--- src/rtl/instr_fetch_pkg.sv ---
// Shared types and constants for the instruction fetch unit and its buffer.
package instr_fetch_pkg;

    localparam int XLEN    = 32;
    localparam int INSTR_W = 32;

    localparam logic [INSTR_W-1:0] NOP_INSTR = 32'h0000_0013;

    typedef enum logic {
        IDLE = 1'b0,
        RUN  = 1'b1
    } fetch_state_t;

    // Byte addresses of instructions are always word aligned.
    function automatic logic [XLEN-1:0] word_align(input logic [XLEN-1:0] addr);
        return addr & ~XLEN'(3);
    endfunction

endpackage

--- src/rtl/instr_fetch_if.sv ---
// Bundle of control, program-memory and decode-side signals of the fetch unit.
interface instr_fetch_if;
    import instr_fetch_pkg::*;

    logic               fetch_en;
    logic               redirect_valid;
    logic [XLEN-1:0]    redirect_pc;
    logic [XLEN-1:0]    imem_addr;
    logic [INSTR_W-1:0] imem_data;
    logic               out_valid;
    logic               out_ready;
    logic [INSTR_W-1:0] out_instr;
    logic [XLEN-1:0]    out_pc;

    modport master (
        input  fetch_en, redirect_valid, redirect_pc, imem_data, out_ready,
        output imem_addr, out_valid, out_instr, out_pc
    );

    modport slave (
        output fetch_en, redirect_valid, redirect_pc, imem_data, out_ready,
        input  imem_addr, out_valid, out_instr, out_pc
    );
endinterface

--- src/rtl/instr_fetch_fifo.sv ---
// Instruction buffer: DEPTH entries of {pc, instr} with wrapping pointers and flush.
module fetch_fifo
    import instr_fetch_pkg::*;
#(
    parameter  int DEPTH = 2,
    localparam int PTR_W = $clog2(DEPTH),
    localparam int CNT_W = PTR_W + 1
) (
    input  logic               clk,
    input  logic               rst_n,
    input  logic               flush,
    input  logic               push,
    input  logic [XLEN-1:0]    push_pc,
    input  logic [INSTR_W-1:0] push_instr,
    input  logic               pop,
    output logic [CNT_W-1:0]   count,
    output logic               empty,
    output logic               full,
    output logic [XLEN-1:0]    head_pc,
    output logic [INSTR_W-1:0] head_instr
);

    logic [XLEN-1:0]    pc_mem    [DEPTH];
    logic [INSTR_W-1:0] instr_mem [DEPTH];
    logic [PTR_W-1:0]   wr_ptr_reg;
    logic [PTR_W-1:0]   rd_ptr_reg;
    logic [CNT_W-1:0]   count_reg;

    always_ff @(posedge clk or negedge rst_n) begin
        if (!rst_n) begin
            for (int i = 0; i < DEPTH; i++) begin
                pc_mem[i]    <= '0;
                instr_mem[i] <= '0;
            end
        end else if (push && !flush) begin
            pc_mem[wr_ptr_reg]    <= push_pc;
            instr_mem[wr_ptr_reg] <= push_instr;
        end
    end

    // Power-of-two depth lets the pointers wrap by plain overflow.
    always_ff @(posedge clk or negedge rst_n) begin
        if (!rst_n) begin
            wr_ptr_reg <= '0;
            rd_ptr_reg <= '0;
            count_reg  <= '0;
        end else if (flush) begin
            wr_ptr_reg <= '0;
            rd_ptr_reg <= '0;
            count_reg  <= '0;
        end else begin
            if (push) wr_ptr_reg <= wr_ptr_reg + PTR_W'(1);
            if (pop)  rd_ptr_reg <= rd_ptr_reg + PTR_W'(1);
            case ({push, pop})
                2'b10:   count_reg <= count_reg + CNT_W'(1);
                2'b01:   count_reg <= count_reg - CNT_W'(1);
                default: count_reg <= count_reg;
            endcase
        end
    end

    assign count      = count_reg;
    assign empty      = (count_reg == '0);
    assign full       = (count_reg == CNT_W'(DEPTH));
    assign head_pc    = pc_mem[rd_ptr_reg];
    assign head_instr = instr_mem[rd_ptr_reg];

endmodule

--- src/rtl/instr_fetch.sv ---
// Fetch unit: pc register, IDLE/RUN control and redirect handling in front of the buffer.
module instr_fetch
    import instr_fetch_pkg::*;
#(
    parameter logic [XLEN-1:0] RESET_PC = 32'h0000_0000,
    parameter int              DEPTH    = 2
) (
    input  logic               clk,
    input  logic               rst_n,
    instr_fetch_if.master      bus
);

    localparam int CNT_W = $clog2(DEPTH) + 1;

    fetch_state_t       state_reg;
    logic [XLEN-1:0]    pc_reg;
    logic               push;
    logic               pop;
    logic               empty;
    logic               full;
    logic [CNT_W-1:0]   count;

    // Redirect wins: no pop and no push in a redirect cycle.
    assign pop  = !empty && bus.out_ready && !bus.redirect_valid;
    assign push = (state_reg == RUN) && bus.fetch_en && !bus.redirect_valid
                  && (!full || pop);

    always_ff @(posedge clk or negedge rst_n) begin
        if (!rst_n) begin
            state_reg <= IDLE;
            pc_reg    <= word_align(RESET_PC);
        end else begin
            case (state_reg)
                IDLE:    if (bus.fetch_en)  state_reg <= RUN;
                RUN:     if (!bus.fetch_en) state_reg <= IDLE;
                default: state_reg <= IDLE;
            endcase
            if (bus.redirect_valid)
                pc_reg <= word_align(bus.redirect_pc);
            else if (push)
                pc_reg <= pc_reg + XLEN'(4);
        end
    end

    assign bus.imem_addr = {2'b00, pc_reg[XLEN-1:2]};

    fetch_fifo #(
        .DEPTH (DEPTH)
    ) u_fifo (
        .clk        (clk),
        .rst_n      (rst_n),
        .flush      (bus.redirect_valid),
        .push       (push),
        .push_pc    (pc_reg),
        .push_instr (bus.imem_data),
        .pop        (pop),
        .count      (count),
        .empty      (empty),
        .full       (full),
        .head_pc    (bus.out_pc),
        .head_instr (bus.out_instr)
    );

    assign bus.out_valid = (count != '0);

endmodule

--- src/flat_wrapper.sv ---
// flat-port wrapper written by rule: the top's interface ports become plain ports
module instr_fetch_flat import instr_fetch_pkg::*;
#(
    parameter logic [XLEN-1:0] RESET_PC = 32'h0000_0000,
    parameter int              DEPTH    = 2
)
  (clk, rst_n, bus_fetch_en, bus_redirect_valid, bus_redirect_pc, bus_imem_data, bus_out_ready, bus_imem_addr, bus_out_valid, bus_out_instr, bus_out_pc);
  instr_fetch_if bus_i ();
  input  logic clk;
  input  logic rst_n;
  input wire logic [$bits(bus_i.fetch_en)-1:0] bus_fetch_en;
  input wire logic [$bits(bus_i.redirect_valid)-1:0] bus_redirect_valid;
  input wire logic [$bits(bus_i.redirect_pc)-1:0] bus_redirect_pc;
  input wire logic [$bits(bus_i.imem_data)-1:0] bus_imem_data;
  input wire logic [$bits(bus_i.out_ready)-1:0] bus_out_ready;
  output wire logic [$bits(bus_i.imem_addr)-1:0] bus_imem_addr;
  output wire logic [$bits(bus_i.out_valid)-1:0] bus_out_valid;
  output wire logic [$bits(bus_i.out_instr)-1:0] bus_out_instr;
  output wire logic [$bits(bus_i.out_pc)-1:0] bus_out_pc;
  assign bus_i.fetch_en = bus_fetch_en;
  assign bus_i.redirect_valid = bus_redirect_valid;
  assign bus_i.redirect_pc = bus_redirect_pc;
  assign bus_i.imem_data = bus_imem_data;
  assign bus_i.out_ready = bus_out_ready;
  assign bus_imem_addr = bus_i.imem_addr;
  assign bus_out_valid = bus_i.out_valid;
  assign bus_out_instr = bus_i.out_instr;
  assign bus_out_pc = bus_i.out_pc;
  instr_fetch #(.RESET_PC(RESET_PC), .DEPTH(DEPTH)) u_core (.clk(clk), .rst_n(rst_n), .bus(bus_i));
endmodule
--- config.mk ---
export PLATFORM = sky130hd
export DESIGN_NAME = instr_fetch_flat
export DESIGN_NICKNAME = d
export VERILOG_FILES = /design/src/rtl/instr_fetch_pkg.sv /design/src/rtl/instr_fetch_if.sv /design/src/rtl/instr_fetch_fifo.sv /design/src/rtl/instr_fetch.sv /design/src/flat_wrapper.sv
export SDC_FILE = /design/constraint.sdc
export NUM_CORES = 1
export LEC_CHECK = 0
export BUFFER_PORTS_ARGS = -buffer_cell sky130_fd_sc_hd__buf_2
export CAP_MARGIN = 30
export CORE_MARGIN = 4
export CORE_UTILIZATION = 41
export CTS_CLUSTER_DIAMETER = 150
export DETAILED_ROUTE_END_ITERATION = 6
export GPL_ROUTABILITY_DRIVEN = 0
export MAX_ROUTING_LAYER = met4
export PLACE_DENSITY = 0.6
export REMOVE_ABC_BUFFERS = 1
export SLEW_MARGIN = 5
export SYNTH_ARGS = -nofsm -noshare
export SYNTH_HDL_FRONTEND = slang
export SYNTH_SLANG_ARGS = --single-unit
--- constraint.sdc ---
create_clock -name clk -period 2.2 [get_ports clk]
set_input_delay 0.44 -clock clk [delete_from_list [all_inputs] [get_ports clk]]
set_output_delay 0.44 -clock clk [all_outputs]
set_load 0.005 [all_outputs]
==> results.md <==
* Status: complete, no violations
* Layout Cells excl Fill at roughly 1000
* Routed length per instance at between 15 and 20 um
* I/O Buffers at 159
* Met3 WL at 825 um
* Fill count at 1531
* CTS Sinks at 159
* Synthesized netlist cell count at 577
* Worst path cell trace: buf_12 > mux2_2 > buf_2
* Pin count of the biggest net entering global routing at 64
* Ys flop type: dfrtp_1
* Initial drt markers at 319
* Worst vdd ir at 0.000479 V
* CP Class: register to output port
* Max reg flops at 64
* F_max at approximately 460 MHz
* #FFs+latches synth at 159
* Register area share after synthesis at 53.7%
* Bufs on Longest Clock Path at 2
* Skew final at 0.0142 ns
* Asr flop ratio synth at 100%
* DRT Wirelength at 18000 um
* Tmin final at approximately 2.2 ns
* Max FO, Critical Path at 63
* Drc violations at 0
* Routed wl met2 at 9280 um
* Synth unique cells at 38
* Ratio of cells with drive above 1 in the final layout at 54.9%
* Yosys warning total at 0
* Leakage at 4.12 nW
* Final Util at between 50% and 60%
* WP data arrival at 1.72 ns
* Clock Latency Late Sink at approximately 0.42 ns
* CP required at 1.76 ns
* Hold path cells at 1
* Dpl hpwl at 12400 um
* CP peak stage delay at 0.40 ns
* Most frequent cells in the layout: mux2_2, buf_2, dfrtp_1
* Die Ht at 142 um
* EDFF count, synth at 0
* CTS tree: done
* Worst reg2reg path depth at 6
* Post-route ant nets at 0
* Via count at 5331
* First-pass DRT Iterations at 7
* Number of buffers created by CTS at 17
* Max Slew Vio Count at 0
* Crit path max-delay cell type: mux2_2
* Unrepaired setup endpoints after global routing: false
* Initial Util at between 40 and 50%
* Grt ovf at 0
* Commonest non-fill, non-tap cell in the layout: mux2_2
* Reg2Reg Setup Slack at 0.10 ns
* Total track usage at 18.9%
* Cell Area, Synth at between 7000 and 8000 sq um
* R2R Path End: u_core.pc_reg[16]$_DFFE_PN0P_
* Worst Hold Class: primary input to register
* Vias per Instance at 5.35
* # nets final at 825
* Hold Path End: u_core.state_reg$_DFF_PN0_
* Inst Count DP at 960
* Die area at around 20000 sq um
* Post_cts resized at 0
* Post-synth top area share at 53.7%
* Max-cap violations at 0
* Worst R2R Start: u_core.pc_reg[3]$_DFFE_PN0P_
* Worst setup SP type: register
* Top post-synthesis cells by area: dfrtp_1, mux2_2, or4_1
* Clk slew on worst S/H paths at 0.06 ns
* Design Area, Final at 9310 sq um
* Die width at roughly 140 um
* Core Box Area at ~18000 sq um
* Final Hold Fails at 0
* Initial antenna violation count at 2
* Site row count at 48
* Area delta synth->final at 25.6%
* Routed length on met1 at 7670 um
* Top sig layer: met4
* First-pass GRT wire length at a little under 30000 um
* Placed cell areas at approximately 8700 sq um
* Io pins at between 150 and 200
* CP Capture Type: output port
* Syn Area/Cell at 12.9 sq um
* Synth area leader: dfrtp_1
* FF+latch area at 3980 sq um
* Clk root buf: clkbuf_16
* # H-tree levels at 4
* Pwr/cell area at 952 nW/um^2
* Final period util at slightly below 100%
* Count of final setup violators at 0
* Multi-input combinational cell area at 3250 sq um
* Vias in the first global route at 5741
* Hold path startpoint: bus_fetch_en
* Hold slack at 0.193 ns
cells in the mapped netlist, types with 2 or more instances:
cell,number
mux2_2,186
dfrtp_1,159
nand2_1,28
or4_1,23
nor2_1,21
a31oi_1,19
clkbuf_1,18
nand3_1,16
buf_2,15
o21ai_0,15
o31ai_1,14
xnor2_1,8
inv_1,5
o211ai_1,5
or3_1,5
and3_1,4
buf_4,4
nand4_1,4
nor4_1,4
and4_1,3
buf_1,2
nand4_2,2
nor2b_1,2
routing by layer:
layer | vias up | track usage [%]
li1 | 2482 | -
met1 | 2679 | 24.0
met2 | 152 | 31.3
met3 | 18 | 3.83
met4 | 0 | 4.65
met5 | - | -
worst max-delay path: cells and delay by family (launching register included):
kind / cells / cell delay (ns)
flops: 1 / 0.37
buf+inv: 2 / 0.44
mux: 1 / 0.40
final cells by class:
class,count,share of cell area [%]
multi-input cells,376,34.9
flip-flops and latches,159,42.7
well taps,225,3.02
clock buffers,20,4.90
clock inverters,12,1.69
inverters,5,0.202
repair buffers,196,12.4
diodes,3,0.0806
how the worst max path moves through the flow:
stage,start,end,cells past startpoint
CTS,u_core.u_fifo.rd_ptr_reg$_DFFE_PN0P_,bus_out_instr[29],3
floorplan,bus_fetch_en,u_core.u_fifo.instr_mem[32]$_DFFE_PN0P_,3
detailed placement,bus_out_ready,u_core.pc_reg[16]$_DFFE_PN0P_,6
global placement,bus_fetch_en,u_core.pc_reg[26]$_DFFE_PN0P_,5
finish,u_core.u_fifo.rd_ptr_reg$_DFFE_PN0P_,bus_out_instr[5],3
global route,u_core.pc_reg[3]$_DFFE_PN0P_,u_core.pc_reg[16]$_DFFE_PN0P_,6
through the flow:
stage          total power (W)  worst slack [ns]  setup TNS (ns)
3_5_place_dp           0.00591            0.0534               0
4_1_cts                0.00901            0.0420               0
6_report               0.00887            0.0438               0
3_3_place_gp           0.00577            0.0854               0
2_1_floorplan          0.00504             -2.43         -226.30
5_1_grt                0.00936            0.0178               0
power by group:
part / internal, W / switching, W / total, W
Combinational: 0.00112 / 0.000734 / 0.00186
Clock: 0.00185 / 0.00119 / 0.00305
Sequential: 0.00361 / 0.000354 / 0.00396
Total: 0.00658 / 0.00228 / 0.00887
what timing repair did:
item	4_1_cts	5_1_grt
setup buffers	0	0
endpoints found under the setup margin	0	0
hold buffers	1	0
hold endpoints to repair	44	0
cells by family (layout without fill, tap and decap cells):
group	after synthesis	in the layout	synth area share [%]
AND/OR/NAND/NOR	121	121	9.32
adder cells (fa/ha/maj)	1	1	0.169
multiplexers	187	187	28.4
AO/OA/AOI/OAI	54	54	4.61
XOR/XNOR	9	9	1.06
other	1	7	0.0506
buffers and inverters	45	233	2.75
flip-flops	159	159	53.7
Note: power is estimated with default switching activity, not from simulation.
